<file path="config.mk">
export PLATFORM = sky130hd
export DESIGN_NAME = instr_fetch_ctrl_flat
export DESIGN_NICKNAME = d
export VERILOG_FILES = /design/src/rtl/instr_fetch_ctrl_if.sv /design/src/rtl/instr_fetch_ctrl.sv /design/src/flat_wrapper.sv
export SDC_FILE = /design/constraint.sdc
export NUM_CORES = 1
export LEC_CHECK = 0
export ABC_AREA = 1
export BUFFER_PORTS_ARGS = -buffer_cell sky130_fd_sc_hd__buf_2
export CAP_MARGIN = 10
export CORE_AREA = 5 5 137 152
export CTS_CLUSTER_DIAMETER = 50
export DETAILED_ROUTE_END_ITERATION = 6
export DIE_AREA = 0 0 142 157
export GPL_TIMING_DRIVEN = 0
export SETUP_SLACK_MARGIN = 0.4
export SYNTH_ARGS = -nofsm -noshare
export SYNTH_HDL_FRONTEND = slang
export SYNTH_SLANG_ARGS = --single-unit
</file>
<file path="constraint.sdc">
create_clock -name clk -period 5.5 [get_ports clk]
set_input_delay 0.55 -clock clk [delete_from_list [all_inputs] [get_ports clk]]
set_output_delay 0.55 -clock clk [all_outputs]
set_load 0.03 [all_outputs]
</file>
<file path="src/rtl/instr_fetch_ctrl_if.sv">
// Fetch-side bus bundle: program memory port, decode handshake and execute redirect.
// The master modport belongs to the fetch controller.
interface instr_fetch_ctrl_if;
    logic [31:0] imem_addr;
    logic [31:0] imem_ins;
    logic [31:0] ins_out;
    logic [31:0] pc_out;
    logic        ins_valid;
    logic        ins_ready;
    logic        redirect_valid;
    logic [31:0] redirect_pc;

    modport master (
        output imem_addr,
        output ins_out,
        output pc_out,
        output ins_valid,
        input  imem_ins,
        input  ins_ready,
        input  redirect_valid,
        input  redirect_pc
    );

    modport slave (
        input  imem_addr,
        input  ins_out,
        input  pc_out,
        input  ins_valid,
        output imem_ins,
        output ins_ready,
        output redirect_valid,
        output redirect_pc
    );
endinterface

</file>
<file path="src/rtl/instr_fetch_ctrl.sv">
// Instruction fetch controller: owns the PC, fetches from a combinational ROM into a
// one-entry valid/ready output stage. Define FETCH_PERF_EN to add fetch/flush counters.
module instr_fetch_ctrl #(
    parameter logic [31:0] RESET_PC  = 32'h0000_0000,
    parameter int          MEM_BYTES = 48
) (
    input  logic               clk,
    input  logic               reset,
    input  logic               start,
    instr_fetch_ctrl_if.master bus,
    output logic               halted,
    output logic               fault,
    output logic [31:0]        fault_pc
`ifdef FETCH_PERF_EN
    ,
    output logic [31:0]        fetch_count,
    output logic [15:0]        flush_count
`endif
);

    typedef enum logic [1:0] {
        ST_IDLE  = 2'd0,
        ST_RUN   = 2'd1,
        ST_HALT  = 2'd2,
        ST_FAULT = 2'd3
    } state_t;

    localparam logic [31:0] LAST_PC = 32'(MEM_BYTES - 4);

    state_t      state_q, state_d;
    logic [31:0] pc_q, pc_d;
    logic [31:0] ins_q, ins_d;
    logic [31:0] pc_out_q, pc_out_d;
    logic        valid_q, valid_d;
    logic        fault_q, fault_d;
    logic [31:0] fault_pc_q, fault_pc_d;

    logic pc_legal;
    logic redirect_aligned;
    logic load;

    assign pc_legal         = (pc_q[1:0] == 2'b00) && (pc_q <= LAST_PC);
    assign redirect_aligned = (bus.redirect_pc[1:0] == 2'b00);
    assign load             = (state_q == ST_RUN) && pc_legal &&
                              (!valid_q || bus.ins_ready) && !bus.redirect_valid;

    always_ff @(posedge clk or posedge reset) begin
        if (reset) begin
            state_q    <= ST_IDLE;
            pc_q       <= RESET_PC;
            ins_q      <= '0;
            pc_out_q   <= '0;
            valid_q    <= 1'b0;
            fault_q    <= 1'b0;
            fault_pc_q <= '0;
        end else begin
            state_q    <= state_d;
            pc_q       <= pc_d;
            ins_q      <= ins_d;
            pc_out_q   <= pc_out_d;
            valid_q    <= valid_d;
            fault_q    <= fault_d;
            fault_pc_q <= fault_pc_d;
        end
    end

    always_comb begin
        state_d    = state_q;
        pc_d       = pc_q;
        ins_d      = ins_q;
        pc_out_d   = pc_out_q;
        valid_d    = valid_q;
        fault_d    = fault_q;
        fault_pc_d = fault_pc_q;

        // A handshake retires the held entry; a load or flush below may override it.
        if (valid_q && bus.ins_ready) begin
            valid_d = 1'b0;
        end

        case (state_q)
            ST_IDLE: begin
                if (bus.redirect_valid) begin
                    if (redirect_aligned) begin
                        pc_d = bus.redirect_pc;
                    end
                end else if (start) begin
                    state_d = ST_RUN;
                end
            end
            ST_RUN, ST_HALT: begin
                if (bus.redirect_valid) begin
                    valid_d = 1'b0;
                    if (redirect_aligned) begin
                        pc_d    = bus.redirect_pc;
                        state_d = ST_RUN;
                    end else begin
                        fault_d    = 1'b1;
                        fault_pc_d = bus.redirect_pc;
                        state_d    = ST_FAULT;
                    end
                end else if (state_q == ST_RUN) begin
                    if (!pc_legal) begin
                        state_d = ST_HALT;
                    end else if (load) begin
                        ins_d    = bus.imem_ins;
                        pc_out_d = pc_q;
                        valid_d  = 1'b1;
                        pc_d     = pc_q + 32'd4;
                    end
                end
            end
            ST_FAULT: begin
            end
            default: begin
                state_d = ST_IDLE;
            end
        endcase
    end

    assign bus.imem_addr = pc_q;
    assign bus.ins_out   = ins_q;
    assign bus.pc_out    = pc_out_q;
    assign bus.ins_valid = valid_q;
    assign halted        = (state_q == ST_HALT);
    assign fault         = fault_q;
    assign fault_pc      = fault_pc_q;

`ifdef FETCH_PERF_EN
    logic [31:0] fetch_count_q, fetch_count_d;
    logic [15:0] flush_count_q, flush_count_d;
    logic        flush_drop;

    // Only a redirect that throws away an instruction decode never took counts as a flush.
    assign flush_drop = ((state_q == ST_RUN) || (state_q == ST_HALT)) &&
                        bus.redirect_valid && redirect_aligned &&
                        valid_q && !bus.ins_ready;

    always_comb begin
        fetch_count_d = fetch_count_q;
        flush_count_d = flush_count_q;
        if (load && (fetch_count_q != '1)) begin
            fetch_count_d = fetch_count_q + 32'd1;
        end
        if (flush_drop && (flush_count_q != '1)) begin
            flush_count_d = flush_count_q + 16'd1;
        end
    end

    always_ff @(posedge clk or posedge reset) begin
        if (reset) begin
            fetch_count_q <= '0;
            flush_count_q <= '0;
        end else begin
            fetch_count_q <= fetch_count_d;
            flush_count_q <= flush_count_d;
        end
    end

    assign fetch_count = fetch_count_q;
    assign flush_count = flush_count_q;
`endif

endmodule

</file>
<file path="src/flat_wrapper.sv">
// flat-port wrapper written by rule: the top's interface ports become plain ports
module instr_fetch_ctrl_flat 
#(
    parameter logic [31:0] RESET_PC  = 32'h0000_0000,
    parameter int          MEM_BYTES = 48
)
  (clk, reset, start, halted, fault, fault_pc, bus_imem_addr, bus_ins_out, bus_pc_out, bus_ins_valid, bus_imem_ins, bus_ins_ready, bus_redirect_valid, bus_redirect_pc);
  instr_fetch_ctrl_if bus_i ();
  input  logic clk;
  input  logic reset;
  input  logic start;
  output logic halted;
  output logic fault;
  output logic [31:0] fault_pc;
  output wire logic [$bits(bus_i.imem_addr)-1:0] bus_imem_addr;
  output wire logic [$bits(bus_i.ins_out)-1:0] bus_ins_out;
  output wire logic [$bits(bus_i.pc_out)-1:0] bus_pc_out;
  output wire logic [$bits(bus_i.ins_valid)-1:0] bus_ins_valid;
  input wire logic [$bits(bus_i.imem_ins)-1:0] bus_imem_ins;
  input wire logic [$bits(bus_i.ins_ready)-1:0] bus_ins_ready;
  input wire logic [$bits(bus_i.redirect_valid)-1:0] bus_redirect_valid;
  input wire logic [$bits(bus_i.redirect_pc)-1:0] bus_redirect_pc;
  assign bus_imem_addr = bus_i.imem_addr;
  assign bus_ins_out = bus_i.ins_out;
  assign bus_pc_out = bus_i.pc_out;
  assign bus_ins_valid = bus_i.ins_valid;
  assign bus_i.imem_ins = bus_imem_ins;
  assign bus_i.ins_ready = bus_ins_ready;
  assign bus_i.redirect_valid = bus_redirect_valid;
  assign bus_i.redirect_pc = bus_redirect_pc;
  instr_fetch_ctrl #(.RESET_PC(RESET_PC), .MEM_BYTES(MEM_BYTES)) u_core (.clk(clk), .reset(reset), .start(start), .bus(bus_i), .halted(halted), .fault(fault), .fault_pc(fault_pc));
endmodule
</file>
==> reports/metrics.yaml <==
run_status:
  status: "complete, no violations"
timing:
  fmax_mhz: 443
  rsz0062_at_grt: "no"
  holdWs_ps: 124
  clock_skew_ps: 11.4
  post-route-period-util_pct: 41.1
  setup_viol: 0
  slew_headroom_pct: 53.6
  finalCriticalPeriod_ps: 2260
  worst_pin_slew_ps: 696
  slew_violations: 0
  hold_viol_final: 0
  tns_ps: 0
pwr:
  vdd_drop_max_v: 0.000266
  p_leak_nw: 4.69
  p_per_area_mw_per_mm2: 552
die:
  core_area_mm2: 0.0190
  chipWidth_um: 142
  initial_core_util_pct: 34.6
  ios: 200
  dieHeight_um: 157
  die-area_mm2: 0.0223
  rows: 53
clock_tree:
  clk_latency_ps: 420
  clock_sinks: 132
  cts_max_level: 4
  clockRootBuffer: "clkbuf_16"
  clkTransAtPathRegs_ps: 70
  cts_hold_buf: 0
  cts_resized: 0
  cts_tree: "done"
  cts_buffers: 17
  cts_buffer_depth: 2
  post_cts_buffers: 0
synthesis:
  yosys_most_used_dff: "dfrtp_1"
  synth_edf_count: 0
  syn_inst: 875
  async_flop_share_pct: 100
  synth_common_cells: "nand2_1, dfrtp_1, inv_1"
  synth.most_common_cell: "nand2_1"
  synth_warnings: 0
  synthTopCellsByArea: "dfrtp_1, nand2_1, inv_1"
  synth_area_mm2: 0.00656
  synth-seq-cells: 132
  syn_avg_cell_area_um2: 7.50
  yosysTopAreaCell: "dfrtp_1"
  synth_nets: 948
  synth.distinct_cells: 31
  yosysTopAreaCellShare_pct: 50.3
  ys_seq_area_share_pct: 50.3
grt:
  track_usage_pct: 19.2
  gr-total-overflow: 0
  grt_first_pass_wirelength_mm: 33.3
  first_global_vias: 6090
  grt_max_degree: 95
  antenna_found_initial: 0
detailed_routing:
  vias: 6414
  viasPerCell: 4.74
  routed_wl_mm: 21.6
  post_drt_wl_per_cell_um: 16.0
  ant_nets: 0
  first_pass_iters: 5
  drt_drc_violations_left: 0
  drtIter0Drc: 316
worst_setup_path:
  arrival_ps: 2550
  required_ps: 5790
  reg2reg_from: "u_core.state_q[0]"
  cp-start-kind: "flop"
  cp_max_fo: 10
  r2r_cells: 8
  startpoint: "u_core.state_q[0]"
  crit_type: "flop to flop"
  r2r_slack_ps: 3240
  endpoint: "u_core.bus.ins_out[2]"
  reg2reg_to: "u_core.bus.ins_out[2]"
  endpoint_kind: "flop"
flow_run:
  cap_violations: 0
place:
  hpwlAfterDp_mm: 16.4
  globalplace.congestion: 0.884
  dpl_cell_area_mm2: 0.00790
  portBuffers: 199
layout:
  final_area_mm2: 0.00850
  fillers: 1962
  syn2layout_area_growth_pct: 29.6
  diodes: 0
  final_nets: 1167
  post_route_cells_drive_above_1_share_pct: 24.1
min_path:
  hold_path.class: "primary input to asynchronous set/reset pin"
power breakdown:
part / switching [mW] / internal (mW)
clock network: 0.482 / 0.694
registers: 0.251 / 1.20
logic: 1.43 / 0.630
critical path: stages, from the launching register on:
cell and delay, ps:
dfrtp_1 370, inv_1 80, ha_1 360, nand2_1 220, inv_1 240, nand4_2 310, clkbuf_1 350, nand2_1 110
o21ai_0 90
stage by stage:
stage | cells | util, % | worst slack [ps] | total power, mW
2_1_floorplan | 875 | - | 1420 | 2.88
3_3_place_gp | 1321 | 41.5 | -366 | 3.51
3_5_place_dp | 1322 | 41.7 | 3150 | 3.54
4_1_cts | 1354 | 44.8 | 3190 | 4.74
5_1_grt | 1354 | 44.8 | 2990 | 5.03
6_report | 1354 | 44.8 | 3240 | 4.69
state kept, by name, summed over array words and instances (netlist names):
name / flops
u_core.bus.imem_addr: 32
u_core.fault: 1
u_core.state_q: 2
u_core.bus.ins_valid: 1
u_core.fault_pc: 32
u_core.bus.ins_out: 32
u_core.bus.pc_out: 32
final cells by class:
cell class | instances | area [um^2] | area share (%)
inverter | 117 | 444 | 5.22
buffer | 36 | 195 | 2.30
clock inverter | 14 | 165 | 1.94
sequential | 132 | 3300 | 38.8
tap | 247 | 309 | 3.63
multi-input combinational | 590 | 2630 | 30.9
clock buffer | 18 | 439 | 5.16
timing repair buffer | 200 | 1020 | 12.0
how the worst min path moves through the flow:
stage                               start                     to  slack, ps
floorplan               u_core.state_q[1]      u_core.state_q[1]        480
global placement    u_core.bus.pc_out[27]  u_core.bus.pc_out[27]        440
detailed placement   u_core.bus.pc_out[0]   u_core.bus.pc_out[0]        450
CTS                                 reset   u_core.bus.pc_out[6]        130
global route                        reset  u_core.bus.pc_out[23]        140
finish                              reset  u_core.bus.pc_out[23]        120
placed cells by master, fill, tap and decap left out, types with 2 or more instances in the layout:
master      Yosys  layout
buf_2           6     205
inv_1         117     116
clkinvlp_4      0       4
nand4_1         2       2
a211oi_1        2       2
dfrtp_1       132     132
nand3_2         2       2
nand2_1       304     304
nor2_1         77      77
inv_6           0       7
o21ai_2         9       9
nor3_1          4       4
buf_6           6       6
a21oi_1        34      34
ha_1            4       4
nand3b_1        2       2
buf_4           2       2
inv_8           0       2
clkbuf_1       21      21
nor2_2          4       4
o22ai_1         2       2
o21ai_1        35      35
xor2_1          2       2
nand3_1        30      30
o21ai_0        64      64
o211ai_1        6       6
bufinv_16       0       2
clkbuf_16       0      17
per-layer routing:
| metal | vias to the layer above | GRT usage (%) | part of all wire, % |
|---|---|---|---|
| met2 | 228 | 31.8 | 47 |
| met4 | 0 | 5.03 | 0.98 |
| met3 | 16 | 4.92 | 8.0 |
| met1 | 3000 | 25.1 | 44 |
| li1 | 3170 | - | - |
| met5 | - | 0 | 0 |
logic make-up (layout without fill, tap and decap cells):
group	after synthesis	count (layout)	share of synthesized area, %
buf+inv	153	385	9.67
compound gates	155	155	12.9
simple gates	429	429	26.0
flops	132	132	50.3
fa+ha+maj	4	4	0.763
xor+xnor	2	2	0.267
No activity file was read; power rests on OpenSTA's default activity.
